**src/rtl/mux_port_arbiter.sv**
```systemverilog
// Round-robin arbiter sharing one DATA_W-bit resource between two requesters.
// It drives the mux select and the grants, holds each grant until ack, withdrawal or watchdog expiry.
module mux_port_arbiter #(
  parameter int DATA_W  = 32,
  parameter int TIMEOUT = 16
) (
  input  logic                     Clk,
  input  logic                     Reset,
  input  logic                     Req0,
  input  logic                     Req1,
  input  logic signed [DATA_W-1:0] Din0,
  input  logic signed [DATA_W-1:0] Din1,
  input  logic                     Res_ack,
  output logic                     Sel,
  output logic                     Gnt0,
  output logic                     Gnt1,
  output logic                     Res_start,
  output logic signed [DATA_W-1:0] Dout,
  output logic                     Dout_valid,
  output logic                     Dout_src,
  output logic                     Timeout_err
);

  localparam int WDOG_W = (TIMEOUT > 1) ? $clog2(TIMEOUT) : 1;
  localparam logic [WDOG_W-1:0] WDOG_MAX = WDOG_W'(TIMEOUT - 1);

  typedef enum logic [1:0] {
    IDLE = 2'd0,
    GNT0 = 2'd1,
    GNT1 = 2'd2
  } state_t;

  state_t              state_q;
  logic [WDOG_W-1:0]   wdog_q;
  logic                last_q;

  logic                     grant_idx;
  logic                     grant_req;
  logic signed [DATA_W-1:0] grant_din;
  logic                     pick_idx;

  // NOTE: every signal written here gets a value on every path, so no latch is inferred.
  always_comb begin
    grant_idx = (state_q == GNT1);
    grant_req = grant_idx ? Req1 : Req0;
    grant_din = grant_idx ? Din1 : Din0;
    // On a tie the requester that was not served last wins.
    pick_idx  = (Req0 && Req1) ? ~last_q : Req1;
  end

  // NOTE: state and outputs are sequential, so they are assigned with <= only.
  always_ff @(posedge Clk) begin
    if (!Reset) begin
      state_q     <= IDLE;
      wdog_q      <= '0;
      last_q      <= 1'b1;
      Sel         <= 1'b0;
      Gnt0        <= 1'b0;
      Gnt1        <= 1'b0;
      Res_start   <= 1'b0;
      Dout        <= '0;
      Dout_valid  <= 1'b0;
      Dout_src    <= 1'b0;
      Timeout_err <= 1'b0;
    end else begin
      Res_start   <= 1'b0;
      Dout_valid  <= 1'b0;
      Timeout_err <= 1'b0;
      unique case (state_q)
        IDLE: begin
          if (Req0 || Req1) begin
            state_q   <= pick_idx ? GNT1 : GNT0;
            Sel       <= pick_idx;
            Gnt0      <= ~pick_idx;
            Gnt1      <= pick_idx;
            Res_start <= 1'b1;
            wdog_q    <= '0;
          end
        end
        GNT0, GNT1: begin
          if (Res_ack) begin
            Dout       <= grant_din;
            Dout_valid <= 1'b1;
            Dout_src   <= grant_idx;
          end
          if (Res_ack || !grant_req || (wdog_q == WDOG_MAX)) begin
            state_q     <= IDLE;
            Gnt0        <= 1'b0;
            Gnt1        <= 1'b0;
            last_q      <= grant_idx;
            // Reaching here without ack or withdrawal means the watchdog fired.
            Timeout_err <= !Res_ack && grant_req;
          end else begin
            wdog_q <= wdog_q + WDOG_W'(1);
          end
        end
        default: state_q <= IDLE;
      endcase
    end
  end

endmodule

```
**config.mk**
```make
export PLATFORM = sky130hd
export DESIGN_NAME = mux_port_arbiter
export DESIGN_NICKNAME = d
export VERILOG_FILES = /design/src/rtl/mux_port_arbiter.sv
export SDC_FILE = /design/constraint.sdc
export NUM_CORES = 1
export LEC_CHECK = 0
export ABC_AREA = 1
export CELL_PAD_IN_SITES_DETAIL_PLACEMENT = 1
export CELL_PAD_IN_SITES_GLOBAL_PLACEMENT = 2
export CORE_ASPECT_RATIO = 0.75
export CORE_MARGIN = 2
export CORE_UTILIZATION = 22
export CTS_CLUSTER_DIAMETER = 60
export DETAILED_ROUTE_END_ITERATION = 10
export GPL_TIMING_DRIVEN = 0
export HOLD_SLACK_MARGIN = 0.03
export PLACE_DENSITY_LB_ADDON = 0.12
export SYNTH_ARGS = -nofsm -noshare
export SYNTH_HDL_FRONTEND = slang
export SYNTH_SLANG_ARGS = --single-unit
```
**constraint.sdc**
```tcl
create_clock -name Clk -period 3.7 [get_ports Clk]
set_input_delay 0.37 -clock Clk [delete_from_list [all_inputs] [get_ports Clk]]
set_output_delay 0.37 -clock Clk [all_outputs]
set_load 0.005 [all_outputs]
```
# After elaboration in Yosys (flattened, before gate mapping)
# Cells that the tools add are included.
# Widths: inputs -> output; s select.
[word_totals]
latch_bits = 0
rom_bits = 0
regBits = 46
wordCells = 56
inputBits = 69
memories = 0
ramBits = 0
[op_classes]
div_mod_pow = 0
reduce_logical = 19
n_mul = 0
shifts = 0
n_addsub = 1
muxes = 17
order_cmp = 0
eq_ne = 6
n_bitwise = 2
[ops]
columns = ["op", "count"]
rows = [
  ["$mux 32", 1],
  ["$reduce_and 2->1", 6],
  ["$reduce_and 3->1", 3],
  ["$mux 4", 2],
  ["$pmux 4 s2", 1],
  ["$mux 1", 7],
  ["$mux 2", 3],
  ["$ne 2x2->1 const B", 3],
  ["$add 4x1->4 const B", 1],
  ["$eq 4x4->1 const B", 1],
  ["$pmux 1 s2", 2],
  ["$pmux 2 s2", 1],
  ["$logic_or 1x1->1", 3],
  ["$eq 2x1->1 const B", 1],
  ["$eq 2x2->1 const B", 1],
  ["$logic_and 1x1->1", 2],
  ["$logic_not 1->1", 2],
  ["$logic_not 2->1", 1],
  ["$not 1->1", 2],
  ["$reduce_bool 2->1", 1],
  ["$reduce_or 2->1", 1],
]

# Depth between registers and ports, before layout
[logic_depth]
depth_word = 7
ltp_mapped = 12

# Worst setup path after synthesis
# No wires, ideal clock.
[synth_path]
kind = "reg-to-reg"
from = "register state_q[0]"
to = "register Dout[10]"
setup_slack_ps = 2265
setup_time_ps = 116
arrival_ps = 1318
path_buffers = 2
path_stages_with_launch = 9
path_cell_list = "dfxtp_1 -> inv_1 -> ha_1 -> nand2_2 -> inv_2 -> buf_6 -> buf_4 -> o211ai_1 -> inv_1"
[synth_between]
elab_chain_len = 3
elab_cells_between_ends = 5
classes_between = "2 x eq/ne; 1 x mux; 2 x reduce/logical"
[synth_lines]
columns = ["element", "line", "text"]
rows = [
  ["start, declared", "33", "state_t state_q;"],
  ["start signal, assigned", "72", "state_q <= pick_idx ? GNT1 : GNT0;"],
  ["$eq 2x2->1 / $eq 2x1->1 (equally long branches)", "44, 69", ""],
  ["$reduce_or 2->1", "69", "unique case (state_q)"],
  ["$reduce_and 2->1 (no source line)", "-", ""],
  ["end signal, assigned", "82", "Dout <= grant_din;"],
  ["end, declared", "18", "output logic signed [DATA_W-1:0] Dout,"],
]
# Several ways; a longest one is shown, not always the timed one.
# A chain may end at the register's enable or synchronous reset.

# Worst setup path after layout
[layout_path]
from = "register state_q[0]"
to = "register Dout[17]"
# Same word-level chain as after synthesis.

==> key figures <==
Cells and area
  – Share of layout cells above drive strength 1: 8.94%
  – Ant. Diodes: 0
  – Area delta synth->final: 62.2%
  – Most frequent cells in the layout: 106 x clkdlybuf4s50_1, 82 x nand2_1, 46 x dfxtp_1
  – Nets@finish: 485
  – Most common cell after layout, fill and taps aside: clkdlybuf4s50_1

Global route
  – GRT Overall Usage: 14.6%
  – First-pass GRT wire length: 12,500 µm
  – Largest net degree at the start of global routing: 14
  – Antenna violations before repair: 0
  – Vias in the first global route: 2,360
  – Gr ovfl total: 0

Placement
  – RePlAce Congestion: 0.728
  – Port bufs: 106
  – Hpwl dp: 5670 µm

Hold path
  – HP Start: Reset
  – Min-delay worst type: in -> reg

Pwr
  – Total power: 0.00147 W
  – Maximum vdd drop: 151 µV
  – Internal: 0.00105 W
  – Leakage: 1.59 nW
  – Switching power: 0.000422 W
  – Sw Share: 28.6%
  – Combinational fraction of design power: 28.5%
  – Clock Power Share: 31.5%
  – Seq pwr share: 40.0%
  – Power Density: 412 nW/µm²

STA
  – Final Critical Period: 1.65 ns
  – RSZ-0062 raised after global routing: no
  – Setup Total Neg Slack: 0 ns
  – Final setup fails: 0
  – Maximum clock frequency: 0.608 GHz
  – Max_slew headroom: 68.3%
  – Final Skew: 0.00650 ns
  – Fin. Hold Viols: 0
  – Worst-Margin Slew: 0.475 ns
  – Fin crit share: 44.5%
  – WHS: 0.458 ns
  – Max-slew violations: 0

Worst setup path
  – Crit Path Category: reg -> reg
  – CP startpoint kind: flip-flop
  – Reg-to-Reg End: Dout[17]
  – Critical Path Sink: Dout[17]
  – Worst Setup End Kind: flip-flop
  – Crit path buffers/inverters: 4
  – Worst path cell trace: inv_1 -> ha_1 -> nand2_2 -> inv_2 -> buf_2 -> nand3_1 -> o211ai_1 -> inv_1
  – WP depth: 8
  – R2R depth: 8
  – Crit-path max FO: 10
  – Crit path top cell by count: inv_1
  – Crit path DAT: 1.83 ns
  – Max incr delay on CP: 0.44 ns
  – Worst EP required: 3.89 ns
  – CP max-delay cell: ha_1
  – FF-to-FF setup slack: 2.05 ns
  – Worst Setup SP: state_q[0]
  – Cell family with most CP delay: buffers and inverters
  – Reg2reg start: state_q[0]

Clocking
  – CTS tree: done
  – Root Buffer: clkbuf_16
  – CTS buffer count: 5
  – Clock Latency Late Sink: 0.29 ns
  – CTS max path bufs: 2
  – # resized after CTS: 0
  – Hold Buf Count CTS: 0
  – Postcts setup bufs: 0
  – CTS HTree Levels: 2
  – CTS clk-pin slew, worst paths: 0.06 ns
  – Clock sinks: 46

Detailed routing
  – Avg WL per Cell: 13.8 µm
  – Final ANT Viol Nets: 0
  – Number of iterations in the first detailed-routing pass: 4
  – Vias/cell: 4.29
  – Vias: 2,340
  – DRC viols: 0
  – WL final: 7540 µm
  – Iteration-0 DRC Markers: 96

Run status
  – Run status: finished, final reports clean

Yosys
  – Post-synthesis sequential area ratio: 41.7%
  – Compound-cell area share of the yosys netlist: 15.2%
  – Syn_nets: 372
  – Synth warnings: 0
  – Synth Area per Inst: 7.36 µm²
  – Synth cell types: 24
  – Largest family of logic cells by synthesized area: simple AND/OR/NAND/NOR gates
  – Synthesized area: 2210 µm²
  – Xor and xnor area share after synthesis: 0.397%
  – Cell count after synthesis: 300
  – Post-synthesis adder-cell area fraction: 1.70%
  – Simple-gate share of the synthesized area: 28.1%
  – Mux cell area share after synthesis: 0%
  – Yosys reg bits: 46

Floorplan
  – Row count: 31
  – Die X-Extent: 120 µm
  – Die Area: 10,900 µm²
  – Die Y: 90.8 µm
  – Starting Density: 22.8%
  – IO Pins: 108
  – Core area: 9700 µm²

Flow run
  – Max-Cap Viols: 0
synth_stat cells:
cell | n | share of area (%)
a21oi_1 | 10 | 2.3
a21oi_2 | 1 | 0.40
and2_1 | 1 | 0.28
buf_2 | 10 | 2.3
buf_4 | 3 | 1.0
buf_6 | 4 | 2.0
clkbuf_1 | 2 | 0.34
dfxtp_1 | 46 | 42
ha_1 | 3 | 1.7
inv_1 | 38 | 6.5
inv_2 | 2 | 0.34
inv_6 | 1 | 0.40
nand2_1 | 82 | 14
nand2_2 | 4 | 1.1
nand3_1 | 41 | 9.3
nand3_2 | 2 | 0.91
nand4_1 | 2 | 0.57
nor2_1 | 10 | 1.7
o211ai_1 | 33 | 11
o21ai_0 | 1 | 0.23
o21ai_2 | 1 | 0.40
o21ai_4 | 1 | 0.74
or2_2 | 1 | 0.28
xnor2_1 | 1 | 0.40
metal layers:
metal	part of all wire (%)	global-route usage (%)
met1	48	18.9
met2	43	22.1
met3	8.6	5.87
met4	1.2	4.41
met5	0	0
cell families (layout without fill, tap and decap cells):
kind of cell             count (synthesis)  in the layout
AND/OR/NAND/NOR                        143            143
buffers and inverters                   60            174
AO/OA/AOI/OAI                           47             47
flip-flops                              46             46
adder cells (fa/ha/maj)                  3              3
XOR/XNOR                                 1              1
flip-flops by register name, indices dropped and copies added (netlist names):
signal	count
Gnt1	1
Sel	1
Res_start	1
Timeout_err	1
wdog_q	4
state_q	2
Dout	32
Dout_valid	1
last_q	1
Gnt0	1
Dout_src	1
cell type report:
type                    instances  area, µm²
plain buffers                  19        125
clock buffers                   7        143
multi-input cells             194       1000
flip-flops and latches         46        921
fillers                      1206       6110
inverters                      41        159
repair buffers                106       1060
well taps                     132        165
clock inverters                 1       5.00
through the flow:
step	setup WS (ns)	cell area [µm²]	util [%]	std cells
2_1_floorplan	2.27	2210	-	300
3_3_place_gp	2.00	3430	35.4	538
3_5_place_dp	2.00	3430	35.4	538
4_1_cts	2.03	3580	36.9	546
5_1_grt	1.84	3580	36.9	546
6_report	2.05	3580	36.9	546
worst reg2reg max path, stage by stage, from the launching register on:
cell,delay (ns)
dfxtp_1,0.34
inv_1,0.06
ha_1,0.44
nand2_2,0.10
inv_2,0.08
buf_2,0.25
nand3_1,0.12
o211ai_1,0.10
inv_1,0.05
how the worst min path moves through the flow:
| stage | depth (start not counted) | end | slack (ns) |
|---|---|---|---|
| final | 3 | Dout[23] | 0.46 |
| after global routing | 3 | Dout[19] | 0.47 |
| after CTS | 3 | Dout[23] | 0.45 |
| after detailed placement | 2 | Gnt0 | 0.46 |
| after global placement | 2 | state_q[0] | 0.45 |
| after floorplan | 2 | state_q[0] | 0.44 |
power groups by stage:
stage          Clock (W)  Sequential, W  Combinational (W)
6_report        0.000464       0.000589           0.000421
5_1_grt         0.000507       0.000597           0.000473
4_1_cts         0.000489       0.000590           0.000429
3_5_place_dp           0       0.000600           0.000426
3_3_place_gp           0       0.000598           0.000424
2_1_floorplan          0       0.000599           0.000198
Note: power is estimated with default switching activity, not from simulation.
